<file path="config.mk">
export PLATFORM = sky130hd
export DESIGN_NAME = pipelined_mult_unit
export DESIGN_NICKNAME = d
export VERILOG_FILES = /design/src/rtl/pipelined_mult_unit.sv
export SDC_FILE = /design/constraint.sdc
export NUM_CORES = 2
export LEC_CHECK = 0
export CELL_PAD_IN_SITES_DETAIL_PLACEMENT = 0
export CELL_PAD_IN_SITES_GLOBAL_PLACEMENT = 1
export CORE_MARGIN = 3
export CORE_UTILIZATION = 52
export DETAILED_ROUTE_END_ITERATION = 8
export PLACE_DENSITY_LB_ADDON = 0.05
export SYNTH_ARGS = -nofsm -noshare
export SYNTH_HDL_FRONTEND = slang
export SYNTH_SLANG_ARGS = --single-unit
</file>
<file path="constraint.sdc">
create_clock -name i_clk -period 22 [get_ports i_clk]
set_input_delay 4.4 -clock i_clk [delete_from_list [all_inputs] [get_ports i_clk]]
set_output_delay 4.4 -clock i_clk [all_outputs]
set_load 0.03 [all_outputs]
</file>
<file path="src/rtl/pipelined_mult_unit.sv">
// Purpose : fully pipelined signed/unsigned WIDTH x WIDTH multiplier producing the HI/LO product with a per-operation rd tag.
// Latency : STAGES cycles from issue to o_valid, including the issue cycle; one issue per cycle.
// Backpres: i_stall freezes every stage and drops the issue; i_flush kills all in-flight ops and the issue.
//
// Optional feature macro: MULT_OVF_EN (registered o_ovf flag). When undefined, o_ovf is tied low.
//
// Ports:
//   i_clk, i_rst           clock, synchronous active-high reset
//   i_valid/i_signed       issue request, operand signedness
//   i_a, i_b, i_rd         operands and destination tag
//   i_stall, i_flush       hold all stages / kill all stages
//   o_valid, o_hi, o_lo    final-stage result (product upper / lower half)
//   o_rd                   final-stage tag (0 when empty)
//   o_busy                 any stage occupied
//   o_stage_valid/_rd      per-stage valid and tag for hazard detection
//   o_ovf                  product does not fit in WIDTH bits
module pipelined_mult_unit #(
    parameter int WIDTH  = 32,
    parameter int STAGES = 4,
    parameter int RD_W   = 5
) (
    input  logic                   i_clk,
    input  logic                   i_rst,
    input  logic                   i_valid,
    input  logic                   i_signed,
    input  logic [WIDTH-1:0]       i_a,
    input  logic [WIDTH-1:0]       i_b,
    input  logic [RD_W-1:0]        i_rd,
    input  logic                   i_stall,
    input  logic                   i_flush,
    output logic                   o_valid,
    output logic [WIDTH-1:0]       o_hi,
    output logic [WIDTH-1:0]       o_lo,
    output logic [RD_W-1:0]        o_rd,
    output logic                   o_busy,
    output logic [STAGES-1:0]      o_stage_valid,
    output logic [STAGES*RD_W-1:0] o_stage_rd,
    output logic                   o_ovf
);

    localparam int PW = 2 * WIDTH;

    logic [PW-1:0]   prod_q [STAGES];
    logic [RD_W-1:0] rd_q   [STAGES];
    logic [STAGES-1:0] vld_q;

    logic          issue;
    logic [PW-1:0] ext_a;
    logic [PW-1:0] ext_b;
    logic [PW-1:0] prod_full;

    assign issue = i_valid & ~i_stall & ~i_flush;

    // Extending both operands to the full product width lets one unsigned
    // multiply serve both modes: the low 2*WIDTH bits of a two's-complement
    // product are identical to those of the modular unsigned product.
    assign ext_a     = i_signed ? {{WIDTH{i_a[WIDTH-1]}}, i_a} : {{WIDTH{1'b0}}, i_a};
    assign ext_b     = i_signed ? {{WIDTH{i_b[WIDTH-1]}}, i_b} : {{WIDTH{1'b0}}, i_b};
    assign prod_full = ext_a * ext_b;

    always_ff @(posedge i_clk) begin
        if (i_rst) begin
            vld_q <= '0;
            for (int k = 0; k < STAGES; k++) begin
                prod_q[k] <= '0;
                rd_q[k]   <= '0;
            end
        end else if (i_flush) begin
            // Products are left as-is; valid and tag are what the core observes.
            vld_q <= '0;
            for (int k = 0; k < STAGES; k++) begin
                rd_q[k] <= '0;
            end
        end else if (!i_stall) begin
            vld_q[0]  <= issue;
            rd_q[0]   <= issue ? i_rd : '0;
            prod_q[0] <= issue ? prod_full : '0;
            for (int k = 1; k < STAGES; k++) begin
                vld_q[k]  <= vld_q[k-1];
                rd_q[k]   <= rd_q[k-1];
                prod_q[k] <= prod_q[k-1];
            end
        end
    end

`ifdef MULT_OVF_EN
    logic [STAGES-1:0] ovf_q;
    logic              ovf_new;

    // Signed: HI must be a pure sign extension of LO's MSB.
    // Unsigned: HI must be zero.
    assign ovf_new = i_signed ? (prod_full[PW-1:WIDTH] != {WIDTH{prod_full[WIDTH-1]}})
                              : (prod_full[PW-1:WIDTH] != '0);

    always_ff @(posedge i_clk) begin
        if (i_rst || i_flush) begin
            ovf_q <= '0;
        end else if (!i_stall) begin
            ovf_q[0] <= issue & ovf_new;
            for (int k = 1; k < STAGES; k++) begin
                ovf_q[k] <= ovf_q[k-1];
            end
        end
    end

    assign o_ovf = ovf_q[STAGES-1];
`else
    assign o_ovf = 1'b0;
`endif

    assign o_valid       = vld_q[STAGES-1];
    assign o_hi          = prod_q[STAGES-1][PW-1:WIDTH];
    assign o_lo          = prod_q[STAGES-1][WIDTH-1:0];
    assign o_rd          = rd_q[STAGES-1];
    assign o_busy        = |vld_q;
    assign o_stage_valid = vld_q;

    for (genvar g = 0; g < STAGES; g++) begin : g_stage_rd
        assign o_stage_rd[g*RD_W +: RD_W] = rd_q[g];
    end

endmodule

</file>
Yosys cells after proc, flatten, opt, wreduce, memory -nomap -nowiden
Memory sizes are Yosys's and may differ from the RTL's.
Cells that the tools add are included.
{"block": "op_classes", "mul": 1, "n_mux": 25, "bitwise_logic": 16, "reduce_logical": 2}
{"cell": "64-bit two-way mux", "n": 7}
{"cell": "64-bit by 64-bit multiplier with 64-bit output", "n": 1}
{"cell": "5-bit two-way mux", "n": 9}
{"cell": "1-bit bitwise OR", "n": 12}
{"cell": "1-bit two-way mux", "n": 9}
{"cell": "4-bit OR reduction", "n": 1}
{"cell": "1-bit AND", "n": 2}
{"cell": "1-bit inverter", "n": 2}
{"cell": "2-bit OR reduction", "n": 1}
{"block": "word_totals", "out_inout_bits": 96, "mem_count": 2, "regBits": 4, "in_bits": 75, "wordCells": 47, "mem_bits_rw": 276}
{"name": "prod_q", "words": 4, "word_bits": 64, "read_ports": 4, "rd_clocked_by_memory_dff": 0, "write_ports": 4, "line_no": "43", "rtl": "logic [PW-1:0] prod_q [STAGES];"}
{"name": "rd_q", "words": 4, "word_bits": 5, "read_ports": 4, "rd_clocked_by_memory_dff": 0, "write_ports": 4, "line_no": "44", "rtl": "logic [RD_W-1:0] rd_q [STAGES];"}

Logic depth before layout (Yosys ltp)
{"block": "logic_depth", "word_depth": 5, "depth_mapped": 36, "ltp_nobuf": 32}

Worst setup path after synthesis
Ideal clock, no wire load.
{"block": "synth_path", "path_type": "in2reg", "startpoint": "input port i_stall", "endpoint": "memory prod_q[0][0] (netlist bit), enable pin", "path_stages": 2, "arrival_ns": 16.431, "t_required_ns": 21.075, "setup_slack_ns": 4.643, "path_cell_list": "buf_1 -> o21bai_1"}
{"item": "start: declaration", "line_no": "29", "rtl": "input logic i_stall,"}
{"item": "end: declaration", "line_no": "43"}

==> qor.yml <==
synth:
  netlist_instances: 5707
  netlist_area_um2: 58050
  synth_edf_count: 271
  syn_nets: 7509
  async_flop_share: 0
  yosys_warnings: 0
  synth_ff_type: "edfxtp_1"
  synth_seq_cells: 280
  synthSimpleGateAreaFrac: 0.1366
  synth_xor_xnor_area_share: 0.01795
  yosys.cell_types.count: 64
  synth_top_area_frac: 0.4876
  synth_fa_ha_area_frac: 0.5553
  muxShareOfSynthArea: 0.002069
  netlist.top_cell.by_area: "fa_1"
  synth_area_leaders: "fa_1, edfxtp_1, inv_1"
  avgSynthCellArea_um2: 10.17
  seq_area_frac_synth: 0.1433
  synth_compound_area_frac: 0.02839
  synth_top_family_by_area: "adder cells"
timing:
  setup_viol: 0
  timing.final.hold_violations: 0
  min_period_over_period: 0.6496
  relSlewSlack: 0.3261
  finalMaxSlewViolations: 0
  clock_skew_ns: 0.007189
  worst_pin_slew_ns: 1.011
  grt_setup_unrepaired: "no"
  fmax_mhz: 69.98
  tns_ns: 0
  min_period_ns: 14.29
critical_path:
  path_buf_inv: 7
  critPathSlowestCell: "fa_1"
  critPathKind: "in2reg"
  path_max_fanout: 42
  cp.required_ns: 22.23
  max_stage_delay_ns: 0.96
  arrival_ns: 14.52
  crit_top_cell: "fa_1"
  crit_path_start_kind: "primary input"
  critPathCaptureType: "flop"
  critical-path-top-delay-family: "adder cells"
cells_and_area:
  fill_cells: 9833
  final_area_um2: 61750
  drive_gt1_frac: 0.02572
  area_growth_pct: 6.363
  final_nets: 7505
detailed_routing:
  drc: 0
  drt-total-wl_mm: 155.1
  firstDrtPassIters: 6
  drtIter0Drc: 2397
  wl_per_cell_um: 21.56
  vias: 37230
  routed_via_density: 5.175
  ant_nets: 0
global_route:
  grt_max_degree: 143
  grtUsageTotal: 0.2775
  grt_pass1_wl_mm: 242.5
  grt_pass1_vias: 40260
  globalRoute.totalOverflow: 0
  antenna_found_initial: 9
floorplanning:
  die_w_um: 340.1
  placementRows: 121
  io_pins: 171
  die_area_um2: 115700
  core_area_um2: 109800
  start_util: 0.5289
  die-height_um: 340.1
placement:
  dp_hpwl_mm: 124.7
  place_congestion: 0.9545
  numPortBuffers: 169
  dpl-instance-area_um2: 61070
clocking:
  cts_setup_buffers: 0
  htreeDepth: 1
  cts_made_buffers: 20
  cts.sinks: 280
  cts.clk_slew.worst_paths_ns: 0.07
  root_buffer: "clkbuf_16"
  cts_tree: "yes"
  clock_path_buffers: 3
  ctsResizeCount: 0
  cts_hold_buf: 0
  worstSkewPairLatency_ns: 0.51
run_status:
  status: "completed"
worst_hold_path:
  hold_class: "reg2reg"
flow_run:
  drv_cap: 0
-- placed cells by master (no fill, tap or decap), drive strengths merged, types with 22 or more instances in the layout --
cell type and n:
ha 313, edfxtp 271, clkdlybuf4s50 158, fa 1414, nor2 94, xor2 29
inv 1525, nand2 568, buf 84, o21ai 35, and2 768, a21o 50
and3 42, xnor2 90, clkbuf 22, a21oi 79
-- through the flow --
| stage | util | hold WS [ns] | setup slack, ns | cells |
|---|---|---|---|---|
| 2_1_floorplan | - | 0.4967 | 4.643 | 5707 |
| 3_3_place_gp | 0.5564 | 0.4927 | 7.241 | 7157 |
| 3_5_place_dp | 0.5564 | 0.5014 | 7.221 | 7157 |
| 4_1_cts | 0.5625 | 0.5099 | 7.770 | 7192 |
| 5_1_grt | 0.5625 | 0.5194 | 7.200 | 7192 |
| 6_report | 0.5625 | 0.5140 | 7.710 | 7194 |
-- routing by layer --
layer  vias to the layer above  global-route usage  part of all wire
met5                         -                   0                 0
met4                         0             0.03610             0.012
met3                       102             0.06843             0.095
met2                      1252              0.4189              0.43
met1                     19490              0.4199              0.46
li1                      16380                   -                 -
-- cells in the mapped netlist, types with 3 or more instances --
cell      number
nor3_1         9
o21bai_1      13
nand2_1      568
o21ai_1       19
or2_2          4
nand4_1       10
nand2b_1       8
o211ai_1       3
and3_1        42
a21o_1        50
buf_4          7
a211o_1        6
a211oi_1       6
dfxtp_1        9
a31oi_1        9
mux2i_1       12
a21oi_2        4
and2_1       768
o21ai_0       15
a31o_2         6
a21oi_1       75
xnor2_1       90
nor2b_1        4
o21a_1         6
nor2_1        94
fa_1        1414
edfxtp_1     271
clkbuf_1     244
ha_1         313
xor2_1        29
o211ai_2       3
nand3_1       20
buf_1         15
inv_1       1525
-- flip-flops by register name, summed over array words and instances (netlist names) --
| register | count |
|---|---|
| o_stage_valid | 4 |
| prod_q | 256 |
| rd_q | 20 |
-- final cells by class --
type                            count  area, um^2  area share
Clock buffer                       22       508.0    0.008227
Sequential cell                   280        8318      0.1347
Tap cell                         1476        1847     0.02991
Antenna cell                        2       5.005  0.00008106
Clock inverter                     13       157.7    0.002553
Multi-Input combinational cell   3634       43000      0.6964
Inverter                         1525        5724     0.09271
Timing Repair Buffer              242        2185     0.03538
-- cells by family after synthesis --
group,Yosys count
flip-flops,280
AO/OA/AOI/OAI,238
AND/OR/NAND/NOR,1536
buffers and inverters,1793
multiplexers,12
adder cells (fa/ha/maj),1728
other,1
XOR/XNOR,119
-- worst paths after layout --
check | start | endpoint | slack (ns) | cells after the start
worst max register to register | rd_q[0][1]$_SDFFCE_PN0P_ | rd_q[1][1]$_SDFFCE_PN0P_ | 21.19 | 1
worst max-delay path | i_a[31] | prod_q[0][61]$_SDFFCE_PN0P_ | 7.71 | 27
worst min-delay path | prod_q[0][44]$_SDFFCE_PN0P_ | prod_q[1][44]$_SDFFCE_PN0P_ | 0.51 | 1
worst min register to register | prod_q[0][44]$_SDFFCE_PN0P_ | prod_q[1][44]$_SDFFCE_PN0P_ | 0.51 | 1
Power is not shown: default switching activity piles up to over one toggle a cycle in this logic, so the estimate is an artifact.
